`src/rtl/spi_status_tx.sv`:
```
// spi_status_tx: queues 16-bit status words {code,data} and shifts them MSB-first on sdo in cs-low frames.
// Latency: a word pushed on edge N is the head from edge N+1; sdo is combinational from cs/bit_cnt/head.
// Backpressure: none toward the fabric; a push into a full FIFO is dropped and sets sticky overflow.
// Build option SPI_STATUS_REPLAY_EN: pop on frame completion so an aborted frame is retransmitted.
module spi_status_tx #(
    parameter int DEPTH   = 4,
    parameter int FRAME_W = 16
) (
    input  logic                     sclk,
    input  logic                     reset,
    input  logic                     cs,
    input  logic                     evt_valid,
    input  logic [3:0]               evt_code,
    input  logic [11:0]              evt_data,
    output logic                     sdo,
    output logic [$clog2(DEPTH):0]   fifo_count,
    output logic                     overflow,
    output logic                     frame_done
);

    localparam int AW = $clog2(DEPTH);
    localparam logic [AW:0]   FULL_CNT = DEPTH;
    localparam logic [AW:0]   CNT_ONE  = 1;
    localparam logic [AW-1:0] PTR_ONE  = 1;

    logic [FRAME_W-1:0] mem [DEPTH];
    logic [AW-1:0]      wr_ptr;
    logic [AW-1:0]      rd_ptr;
    logic [AW:0]        count;
    logic [FRAME_W-1:0] shreg;
    logic [FRAME_W-1:0] tx_word;
    logic [3:0]         bit_cnt;
    logic               empty;
    logic               full;
    logic               load;
    logic               pop;
    logic               push_req;
    logic               push;

    assign empty      = (count == '0);
    assign full       = (count == FULL_CNT);
    assign load       = !cs && (bit_cnt == 4'd0);
    assign tx_word    = empty ? '0 : mem[rd_ptr];
    assign push_req   = evt_valid && (evt_code != 4'd0);
    // A same-edge pop frees the slot, so a push into a full FIFO still lands.
    assign push       = push_req && (!full || pop);
    assign fifo_count = count;

`ifdef SPI_STATUS_REPLAY_EN
    // Whether the frame being shifted carries a queued word (vs a NOP), captured at frame start.
    logic real_frame;

    // Latch frame type at the load edge; the head is only released once the frame completes.
    always_ff @(posedge sclk or negedge reset) begin
        if (!reset) begin
            real_frame <= 1'b0;
        end else if (load) begin
            real_frame <= !empty;
        end
    end

    assign pop = !cs && (bit_cnt == 4'd15) && real_frame;
`else
    // Head leaves the FIFO as soon as it is loaded; an abort therefore loses it.
    assign pop = load && !empty;
`endif

    // Storage array: no reset needed, validity is tracked by count.
    always_ff @(posedge sclk) begin
        if (push) begin
            mem[wr_ptr] <= {evt_code, evt_data};
        end
    end

    // FIFO pointers, occupancy and sticky drop flag.
    always_ff @(posedge sclk or negedge reset) begin
        if (!reset) begin
            wr_ptr   <= '0;
            rd_ptr   <= '0;
            count    <= '0;
            overflow <= 1'b0;
        end else begin
            if (push) begin
                wr_ptr <= wr_ptr + PTR_ONE;
            end
            if (pop) begin
                rd_ptr <= rd_ptr + PTR_ONE;
            end
            if (push && !pop) begin
                count <= count + CNT_ONE;
            end else if (pop && !push) begin
                count <= count - CNT_ONE;
            end
            if (push_req && !push) begin
                overflow <= 1'b1;
            end
        end
    end

    // Frame sequencing: cs high parks at frame start; 4-bit counter wraps for back-to-back frames.
    always_ff @(posedge sclk or negedge reset) begin
        if (!reset) begin
            bit_cnt    <= 4'd0;
            shreg      <= '0;
            frame_done <= 1'b0;
        end else begin
            frame_done <= !cs && (bit_cnt == 4'd15);
            if (cs) begin
                bit_cnt <= 4'd0;
            end else if (load) begin
                shreg   <= {tx_word[FRAME_W-2:0], 1'b0};
                bit_cnt <= 4'd1;
            end else begin
                shreg   <= {shreg[FRAME_W-2:0], 1'b0};
                bit_cnt <= bit_cnt + 4'd1;
            end
        end
    end

    // MSB goes straight from the head at frame start, then from the shift register.
    always_comb begin
        sdo = 1'b0;
        if (!cs) begin
            sdo = (bit_cnt == 4'd0) ? tx_word[FRAME_W-1] : shreg[FRAME_W-1];
        end
    end

endmodule

```
`config.mk`:
```
export PLATFORM = sky130hd
export DESIGN_NAME = spi_status_tx
export DESIGN_NICKNAME = d
export VERILOG_FILES = /design/src/rtl/spi_status_tx.sv
export SDC_FILE = /design/constraint.sdc
export NUM_CORES = 1
export LEC_CHECK = 0
export CORE_ASPECT_RATIO = 1.5
export CORE_UTILIZATION = 52
export DETAILED_ROUTE_END_ITERATION = 6
export HOLD_SLACK_MARGIN = 0.15
export MAX_ROUTING_LAYER = met4
export PLACE_DENSITY_LB_ADDON = 0.08
export RECOVER_POWER = 25
export SLEW_MARGIN = 20
export SYNTH_ARGS = -nofsm -noshare
export SYNTH_HDL_FRONTEND = slang
export SYNTH_SLANG_ARGS = --single-unit
```
`constraint.sdc`:
```
create_clock -name sclk -period 4.58 [get_ports sclk]
set_input_delay 0.458 -clock sclk [delete_from_list [all_inputs] [get_ports sclk]]
set_output_delay 0.458 -clock sclk [all_outputs]
set_load 0.01 [all_outputs]
```
==> results of run 1 <==
[per-layer routing]
metal / routed length, um / part of all wire / vias to the layer above / global-route usage
met3: 163 / 0.026 / 10 / 0.0423
met5: 0 / 0 / - / -
li1: - / - / 865 / -
met4: 81 / 0.013 / 0 / 0.0630
met1: 2730 / 0.44 / 949 / 0.221
met2: 3210 / 0.52 / 38 / 0.309
[power by group through the flow]
stage	clock network [uW]	logic, uW	registers, uW
finish	539	668	1250
global route	582	727	1270
CTS	554	684	1250
detailed placement	0	678	1270
global placement	0	663	1250
floorplan	0	527	1210
[metrics by stage]
| stage | instance area [um^2] | hold WS [ns] | std cells | utilization |
|---|---|---|---|---|
| finish | 4290 | 0.501 | 309 | 0.617 |
| global route | 4290 | 0.539 | 309 | 0.617 |
| CTS | 4290 | 0.483 | 309 | 0.618 |
| detailed placement | 4090 | 0.486 | 293 | 0.589 |
| global placement | 4090 | 0.478 | 293 | 0.589 |
| floorplan | 3790 | 0.162 | 197 | - |
[synthesized netlist by cell type, types with 2 or more instances]
cell type / count
inv_1: 5
and2_1: 4
nor4b_1: 13
a22o_1: 2
nor3_1: 2
nand3_1: 2
mux4_1: 8
dfrtp_1: 28
a221o_1: 14
ha_1: 7
xnor2_1: 4
xor2_1: 4
buf_6: 5
nor2_1: 4
mux4_2: 8
buf_2: 2
edfxtp_1: 64
clkbuf_1: 4
[state kept, by name (all words and copies together) (netlist names)]
name	flops
bit_cnt	4
fifo_count	3
frame_done	1
mem	64
overflow	1
rd_ptr	2
shreg	15
wr_ptr	2
[worst register-to-register path: stages (launching register included)]
cell and delay [ns]:
dfrtp_1 0.42, inv_1 0.07, ha_1 0.17, or3b_1 0.64
nor3_1 0.59, inv_2 0.09, ha_1 0.24, inv_1 0.07
fa_1 0.40, mux2_2 0.26
[cells by family after synthesis]
logic type	count (synthesis)	share of synthesized area
mux	18	0.109
buf+inv	18	0.0294
xor+xnor	8	0.0185
simple gates	33	0.0709
fa+ha+maj	8	0.0284
flops	92	0.691
compound gates	20	0.0528
[path summary, 6_finish.rpt]
path / from / end / slack [ns] / cells after the start
max in group asynchronous: reset / shreg[13]$_DFFE_PN0N_ / 2.69 / 2
min reg2reg: overflow$_DFFE_PN0P_ / overflow$_DFFE_PN0P_ / 0.50 / 1
min in group asynchronous: reset / fifo_count[1]$_DFFE_PN0P_ / 1.00 / 2
max reg2reg: bit_cnt[0]$_DFF_PN0_ / fifo_count[1]$_DFFE_PN0P_ / 1.52 / 9
min: overflow$_DFFE_PN0P_ / overflow$_DFFE_PN0P_ / 0.50 / 1
max: bit_cnt[0]$_DFF_PN0_ / sdo / 1.14 / 6
[area by class of cell]
| type | instances | area (um^2) | area share |
|---|---|---|---|
| Sequential cell | 92 | 2620 | 0.612 |
| Multi-Input combinational cell | 87 | 1060 | 0.247 |
| Timing Repair Buffer | 30 | 284 | 0.0663 |
| Clock buffer | 10 | 128 | 0.0298 |
| Tap cell | 78 | 97.6 | 0.0228 |
| Clock inverter | 6 | 71.3 | 0.0166 |
| Inverter | 6 | 22.5 | 0.00526 |
==> impl_results.md, run 1 <==
- Cell-internal power: 1740 uW
- Netlist cell types: 35
- Worst Tran Pin Value: 1.51 ns
- Failing checks: max-capacitance violations, max-slew violations
- RSZ-0062 raised after global routing: false
- Slew Limit Fails: 29
- Clk buf depth: 2
- Worst Setup End Kind: output pin
- Total of max-cap violations: 1
- Crit share post-route: 0.751
- Vias in the first global route: 2052
- Resize count post-CTS: 0
- Worst-skew pair later-pin latency: 0.35 ns
- Overall routing resource usage: 0.185
- Setup TNS: 0 ns
- Number of port buffers: 25
- Largest net degree at the start of global routing: 39
- First-pass GRT wire length: 10100 um
- FF+latch count, synth: 92
- Root Driver: clkbuf_8
- Fillcell total: 530
- Post-CTS setup buffer count: 0
- DR pass1 iterations: 4
- Relative slew slack: -0.00868
- Total routed wirelength: 6180 um
- Status: finished, violations left
- Post-Syn Nets: 225
- Clock-pin slew on the worst setup and hold paths: 0.08 ns
- Core area: 6940 um^2
- CTS Buf Count: 9
- Via density: 6.03
- Die Wd: 71.7 um
- Overflow after GRT: 0
- CP Cell Sequence: inv_1, ha_1, or3b_1, nor3_1, a22o_1, clkdlybuf4s50_1
- Required time worst endpoint: 4.12 ns
- Crit-path max FO: 17
- DR WL/cell: 20.0 um
- Leak: 0.00153 uW
- DR iter-0 viols: 140
- Ys Warns: 0
- Post-DP HPWL: 4050 um
- Worst Setup Start Kind: register
- EDFF count, synth: 64
- Total Die Area: 7650 um^2
- DR vias: 1862
- Overall power: 2450 uW
- Mapped Cells: 197
- Post-synth top flop: edfxtp_1
- IO Count: 26
- Peak supply drop: 0.000298 V
- Share of cells above drive strength 1: 0.147
- Initial cell density of the core: 0.546
- Ant diodes: 0
- Site Rows: 37
- CP Buf/Inv Count: 2
- Top cells by area, synth: edfxtp_1 (51%), dfrtp_1 (18%), mux4_1 (5.5%), mux4_2 (4.7%), a221o_1 (3.7%)
- Final WS setup: 1.14 ns
- Crit Path Class: reg -> out
- Max stage delay on crit path: 0.64 ns
- CP max stage cell: or3b_1
- Cell taking the most area after synthesis: edfxtp_1
- Worst hold path type: reg -> reg
- Final net count: 254
- Most frequent cells in the layout: edfxtp_1 (64), dfrtp_1 (28), clkdlybuf4s50_1 (19), a221o_1 (14), nor4b_1 (13)
- Pre-CTS worst setup slack: 1.41 ns
- Drt drc: 0
- Worst Path Arrival: 2.98 ns
- Fraction of registers with async set/reset: 0.304
- Crit path max-delay family: simple AND/OR/NAND/NOR gates
- Die H: 107 um
- ANT nets after route: 0
- Combinational Power Share: 0.273
- Clock power frac: 0.220
- Synthesized area per cell: 19.3 um^2
- Final hold vios: 0
- Register area share after synthesis: 0.691
- Yosys top cell area share: 0.507
- Max Clk Rate: 0.291 GHz
- Sw Ratio: 0.292
- H-tree depth: 3
- Synth Cell Area: 3790 um^2
- PwrDens: 572 nW/um^2
- # clock sinks: 92
- Final setup violating endpoints: 0
- Psw: 716 uW
- Most common cell after layout, fill and taps aside: edfxtp_1
- Gpl congestion: 0.746
- Flop pwr share: 0.508
- Skew final: 0.00933 ns
- Initial antenna violation count: 0
- CTS tree: yes
- Hold_buf cts: 0
- Fin crit period: 3.44 ns
- Area delta synth->final: 13.0%
(Power assumes the default switching activity.)
==> run 2: changes to the inputs <==
==> constraint.sdc (replaced) <==
create_clock -name sclk -period 2.9 [get_ports sclk]
set_input_delay 0.29 -clock sclk [delete_from_list [all_inputs] [get_ports sclk]]
set_output_delay 0.29 -clock sclk [all_outputs]
set_load 0.01 [all_outputs]
==> impl_results.md, run 2 (synthesis results as in run 1) <==
- Status: finished clean
- Total Die Area: 7650 um^2
- RSZ-0062 raised after global routing: false
- Vias in the first global route: 2044
- Initial cell density of the core: 0.546
- Clock-pin slew on the worst setup and hold paths: 0.08 ns
- Clock power frac: 0.214
- Peak supply drop: 0.000455 V
- CTS tree: yes
- Overall power: 3880 uW
- Max Clk Rate: 0.369 GHz
- Number of port buffers: 25
- ANT nets after route: 0
- Most common cell after layout, fill and taps aside: edfxtp_1
- DR pass1 iterations: 4
- Setup TNS: 0 ns
- DR iter-0 viols: 126
- Final net count: 257
- Max stage delay on crit path: 0.53 ns
- Leak: 0.00155 uW
- Clk buf depth: 2
- Worst Tran Pin Value: 1.46 ns
- Area delta synth->final: 13.4%
- Die Wd: 71.7 um
- Slew Limit Fails: 0
- R2R Setup Slk: 0.25 ns
- Overall routing resource usage: 0.200
- CP Cell Sequence: inv_1, ha_1, or3b_1, nor3_2, a22o_1, clkdlybuf4s50_1
- CP max stage cell: clkdlybuf4s50_1
- Worst Min Path Start: overflow$_DFFE_PN0P_
- Required time worst endpoint: 2.61 ns
- DR vias: 1892
- Most frequent cells in the layout: edfxtp_1 (64), dfrtp_1 (28), clkdlybuf4s50_1 (16), a221o_1 (14), nor4b_1 (13)
- Share of cells above drive strength 1: 0.163
- First-pass GRT wire length: 10700 um
- Final Non-Filler Cells: 311
- Max reg flops: 64
- Crit Path Class: reg -> out
- CTS Buf Count: 9
- Combinational Power Share: 0.286
- Final hold vios: 0
- Hold Path Sink: overflow$_DFFE_PN0P_
- Total of max-cap violations: 0
- Worst-skew pair later-pin latency: 0.36 ns
- Via density: 6.08
- Crit share post-route: 0.935
- Ant diodes: 0
- Skew final: 0.00561 ns
- Critical R2R Capture: fifo_count[2]$_DFFE_PN0P_
- Pre-CTS worst setup slack: 0.00627 ns
- R2R cell count: 10
- Cell-internal power: 2740 uW
- Sw Ratio: 0.294
- Post-DP HPWL: 4220 um
- Final WS setup: 0.188 ns
- Root Driver: clkbuf_8
- Biggest regs: mem x64, shreg x15, bit_cnt x4
- Core area: 6940 um^2
- # clock sinks: 92
- DR WL/cell: 20.7 um
- Drt drc: 0
- Crit-path max FO: 4
- Most flop-heavy register: mem
- Hold_ws: 0.487 ns
- Total routed wirelength: 6420 um
- Flop pwr share: 0.500
- Hold path depth: 1
- IO Count: 26
- Worst hold path type: reg -> reg
- Worst Setup End Kind: output pin
- Initial antenna violation count: 0
- Hold_buf cts: 0
- Worst r2r src: bit_cnt[0]$_DFF_PN0_
- Relative slew slack: 0.0248
- Worst Setup Start Kind: register
- Worst Path Arrival: 2.42 ns
- PwrDens: 903 nW/um^2
- Die H: 107 um
- Gpl congestion: 0.800
- H-tree depth: 3
- Largest net degree at the start of global routing: 38
- Overflow after GRT: 0
- Site Rows: 37
- Fin crit period: 2.71 ns
- Psw: 1140 uW
- Placed cells: 296
- Final setup violating endpoints: 0
[run 2: cell count changes in the layout (fill, tap and decap cells not counted)]
| cell | previous run | this run |
|---|---|---|
| nor3_2 | 1 | 2 |
| clkbuf_1 | 2 | 1 |
| dlygate4sd3_1 | 6 | 9 |
| nor3_1 | 2 | 1 |
| clkdlybuf4s50_1 | 19 | 16 |
| buf_4 | 4 | 7 |
| inv_6 | 2 | 1 |
| clkinvlp_4 | 2 | 1 |
| clkinv_2 | 0 | 2 |
[run 2: routing by layer]
metal  vias to the layer above  routed length [um]  GRT usage
li1                        862                   -          -
met1                       967                2650      0.243
met2                        54                3460      0.329
met3                         9                 227     0.0367
met4                         0                  85     0.0882
met5                         -                   0          -
[run 2: worst max path at each step]
stage                          from                   endpoint  slack (ns)  cells after the start
3_3_place_gp            evt_code[1]  fifo_count[1]$_DFFE_PN0P_        0.09                      8
5_1_grt        bit_cnt[0]$_DFF_PN0_                        sdo        0.07                      6
3_5_place_dp            evt_code[1]  fifo_count[1]$_DFFE_PN0P_       0.006                      8
6_report       bit_cnt[0]$_DFF_PN0_                        sdo        0.19                      6
2_1_floorplan  bit_cnt[0]$_DFF_PN0_  fifo_count[1]$_DFFE_PN0P_        0.40                     10
4_1_cts        bit_cnt[0]$_DFF_PN0_                        sdo        0.02                      6
[run 2: worst max-delay path: cells and delay by family (launching register included)]
family	cells	cell delay (ns)
flops	1	0.42
fa+ha+maj	1	0.17
compound gates	1	0.19
simple gates	2	0.68
buf+inv	2	0.60
[run 2: timing repair]
action                     CTS  global route
setup endpoints to repair    0             1
gates resized for setup      0             1
buffers inserted             0             0
[run 2: area by class of cell]
class | instances | area, um^2
clock buffer | 9 | 124
clock inverter | 6 | 65.1
fill | 502 | 2640
inverter | 6 | 22.5
multi-input combinational | 87 | 1060
sequential | 92 | 2620
tap | 78 | 97.6
timing repair buffer | 33 | 307
[run 2: metrics by stage]
stage | instance area, um^2 | utilization
floorplan | 3790 | -
global placement | 4110 | 0.592
detailed placement | 4110 | 0.592
CTS | 4300 | 0.619
global route | 4300 | 0.620
finish | 4300 | 0.620
[run 2: power by group through the flow]
| stage | Clock (uW) | Combinational, uW | Sequential (uW) |
|---|---|---|---|
| after floorplan | 0 | 832 | 1910 |
| after global placement | 0 | 1090 | 1950 |
| after detailed placement | 0 | 1120 | 1970 |
| after CTS | 849 | 1130 | 1950 |
| after global routing | 899 | 1210 | 1980 |
| final | 831 | 1110 | 1940 |
==> run 3: changes to the inputs <==
--- a/config.mk
+++ b/config.mk
@@ -10,7 +10,7 @@
 export DETAILED_ROUTE_END_ITERATION = 6
 export HOLD_SLACK_MARGIN = 0.15
 export MAX_ROUTING_LAYER = met4
-export PLACE_DENSITY_LB_ADDON = 0.08
+export PLACE_DENSITY_LB_ADDON = 0.25
 export RECOVER_POWER = 25
 export SLEW_MARGIN = 20
 export SYNTH_ARGS = -nofsm -noshare
==> impl_results.md, run 3 (synthesis results as in run 1) <==
- R2R Setup Slk: 0.21 ns
- Max Clk Rate: 0.370 GHz
- Crit share post-route: 0.932
- Worst hold path type: reg -> reg
- Final setup violating endpoints: 0
- Final net count: 257
- Area delta synth->final: 14.5%
- Max stage delay on crit path: 0.53 ns
- Biggest regs: mem x64, shreg x15, bit_cnt x4
- Worst Setup End Kind: output pin
- Clk buf depth: 2
- Hold_ws: 0.507 ns
- Overall routing resource usage: 0.191
- Psw: 1120 uW
- Ant diodes: 0
- DR vias: 1911
- CTS tree: yes
- Combinational Power Share: 0.272
- DR pass1 iterations: 6
- Initial cell density of the core: 0.546
- Total routed wirelength: 6420 um
- Most frequent cells in the layout: edfxtp_1 (64), dfrtp_1 (28), clkdlybuf4s50_1 (18), a221o_1 (14), nor4b_1 (13)
- First-pass GRT wire length: 10300 um
- Fin util: 0.626
- Initial antenna violation count: 0
- Slew Limit Fails: 29
- # clock sinks: 92
- DR iter-0 viols: 182
- Clock-pin slew on the worst setup and hold paths: 0.08 ns
- ANT nets after route: 0
- Post-DP Area: 4110 um^2
- H-tree depth: 3
- Failing checks: max-capacitance violations, max-slew violations
- Hold Path Sink: overflow$_DFFE_PN0P_
- Clock power frac: 0.242
- Peak supply drop: 0.000467 V
- RSZ-0062 raised after global routing: false
- IO Count: 26
- Site Rows: 37
- Relative slew slack: -0.0190
- Die Wd: 71.7 um
- Cell-internal power: 2920 uW
- Hold_buf cts: 0
- Gpl congestion: 0.823
- Crit-path max FO: 4
- Max reg flops: 64
- Most flop-heavy register: mem
- PwrDens: 929 nW/um^2
- Total Die Area: 7650 um^2
- Vias in the first global route: 2072
- Worst-skew pair later-pin latency: 0.35 ns
- Flop pwr share: 0.486
- Worst Setup Start Kind: register
- Root Driver: clkbuf_8
- Fillcell total: 497
- Die H: 107 um
- Final Cell Area: 4340 um^2
- Leak: 0.00157 uW
- Core area: 6940 um^2
- Via density: 6.14
- Status: finished, violations left
- Critical R2R Capture: fifo_count[2]$_DFFE_PN0P_
- Worst r2r src: bit_cnt[0]$_DFF_PN0_
- Skew final: 0.00624 ns
- DR WL/cell: 20.6 um
- Final hold vios: 0
- Fin crit period: 2.70 ns
- CP max stage cell: clkdlybuf4s50_1
- Largest net degree at the start of global routing: 38
- Share of cells above drive strength 1: 0.155
- Drt drc: 0
- Number of port buffers: 25
- Worst Min Path Start: overflow$_DFFE_PN0P_
- Required time worst endpoint: 2.61 ns
- Worst Tran Pin Value: 1.53 ns
- Crit Path Class: reg -> out
- R2R cell count: 10
- Post-DP HPWL: 4250 um
- Most common cell after layout, fill and taps aside: edfxtp_1
- Total of max-cap violations: 1
- Overflow after GRT: 0
- Hold path depth: 1
- Worst Path Arrival: 2.41 ns
- Setup TNS: 0 ns
- CP Cell Sequence: inv_1, ha_1, or3b_1, nor3_2, a22o_1, clkdlybuf4s50_1
- Sw Ratio: 0.276
- CTS Buf Count: 9
## run 3: cell types whose count changed in the layout (fill, tap and decap cells not counted), sizes merged, moves of 2 or more
cell and change:
dlygate4sd3 -2, bufinv +2, clkinv -2, clkbuf +2
clkdlybuf4s50 +2
## run 3: critical path: cells and delay by family (launching register included)
kind	cells	cell delay, ns
buffers and inverters	2	0.61
flip-flops	1	0.42
adder cells (fa/ha/maj)	1	0.17
AND/OR/NAND/NOR	2	0.68
AO/OA/AOI/OAI	1	0.18
## run 3: how the worst max path moves through the flow
stage,from,to,slack [ns],cells past startpoint
2_1_floorplan,bit_cnt[0]$_DFF_PN0_,fifo_count[1]$_DFFE_PN0P_,0.40,10
3_3_place_gp,cs,fifo_count[2]$_DFFE_PN0P_,0.21,9
3_5_place_dp,cs,fifo_count[2]$_DFFE_PN0P_,0.07,9
4_1_cts,bit_cnt[0]$_DFF_PN0_,sdo,0.02,6
5_1_grt,bit_cnt[0]$_DFF_PN0_,fifo_count[2]$_DFFE_PN0P_,0.04,10
6_report,bit_cnt[0]$_DFF_PN0_,sdo,0.20,6
## run 3: cell type report
type	count	area (um^2)	share of cell area
tap	78	97.6	0.0225
sequential	92	2620	0.604
inverter	6	22.5	0.00518
clock inverter	4	98.8	0.0228
multi-input combinational	87	1060	0.245
clock buffer	11	131	0.0302
timing repair buffer	33	307	0.0706
## run 3: power groups by stage
stage / Sequential [uW] / Clock [uW] / Combinational [uW]
2_1_floorplan: 1910 / 0 / 832
3_5_place_dp: 1990 / 0 / 1100
3_3_place_gp: 1970 / 0 / 1060
4_1_cts: 1960 / 995 / 1110
6_report: 1960 / 977 / 1100
5_1_grt: 2000 / 1040 / 1190
## run 3: repair_timing
action / in CTS / in global routing
buffers inserted: 0 / 0
gates resized for setup: 0 / 1
endpoints found under the setup margin: 0 / 1
## run 3: per-layer routing
| layer | part of all wire | vias up | GRT usage |
|---|---|---|---|
| li1 | - | 864 | - |
| met1 | 0.41 | 990 | 0.220 |
| met2 | 0.54 | 45 | 0.319 |
| met3 | 0.028 | 12 | 0.0404 |
| met4 | 0.022 | 0 | 0.0896 |
| met5 | 0 | - | - |
## run 3: per-stage QoR
step	power (uW)	setup WS, ns	std cells
after floorplan	2750	0.400	197
after global placement	3020	0.213	296
after detailed placement	3090	0.0690	296
after CTS	4070	0.0218	311
after global routing	4220	0.0444	311
final	4040	0.197	311
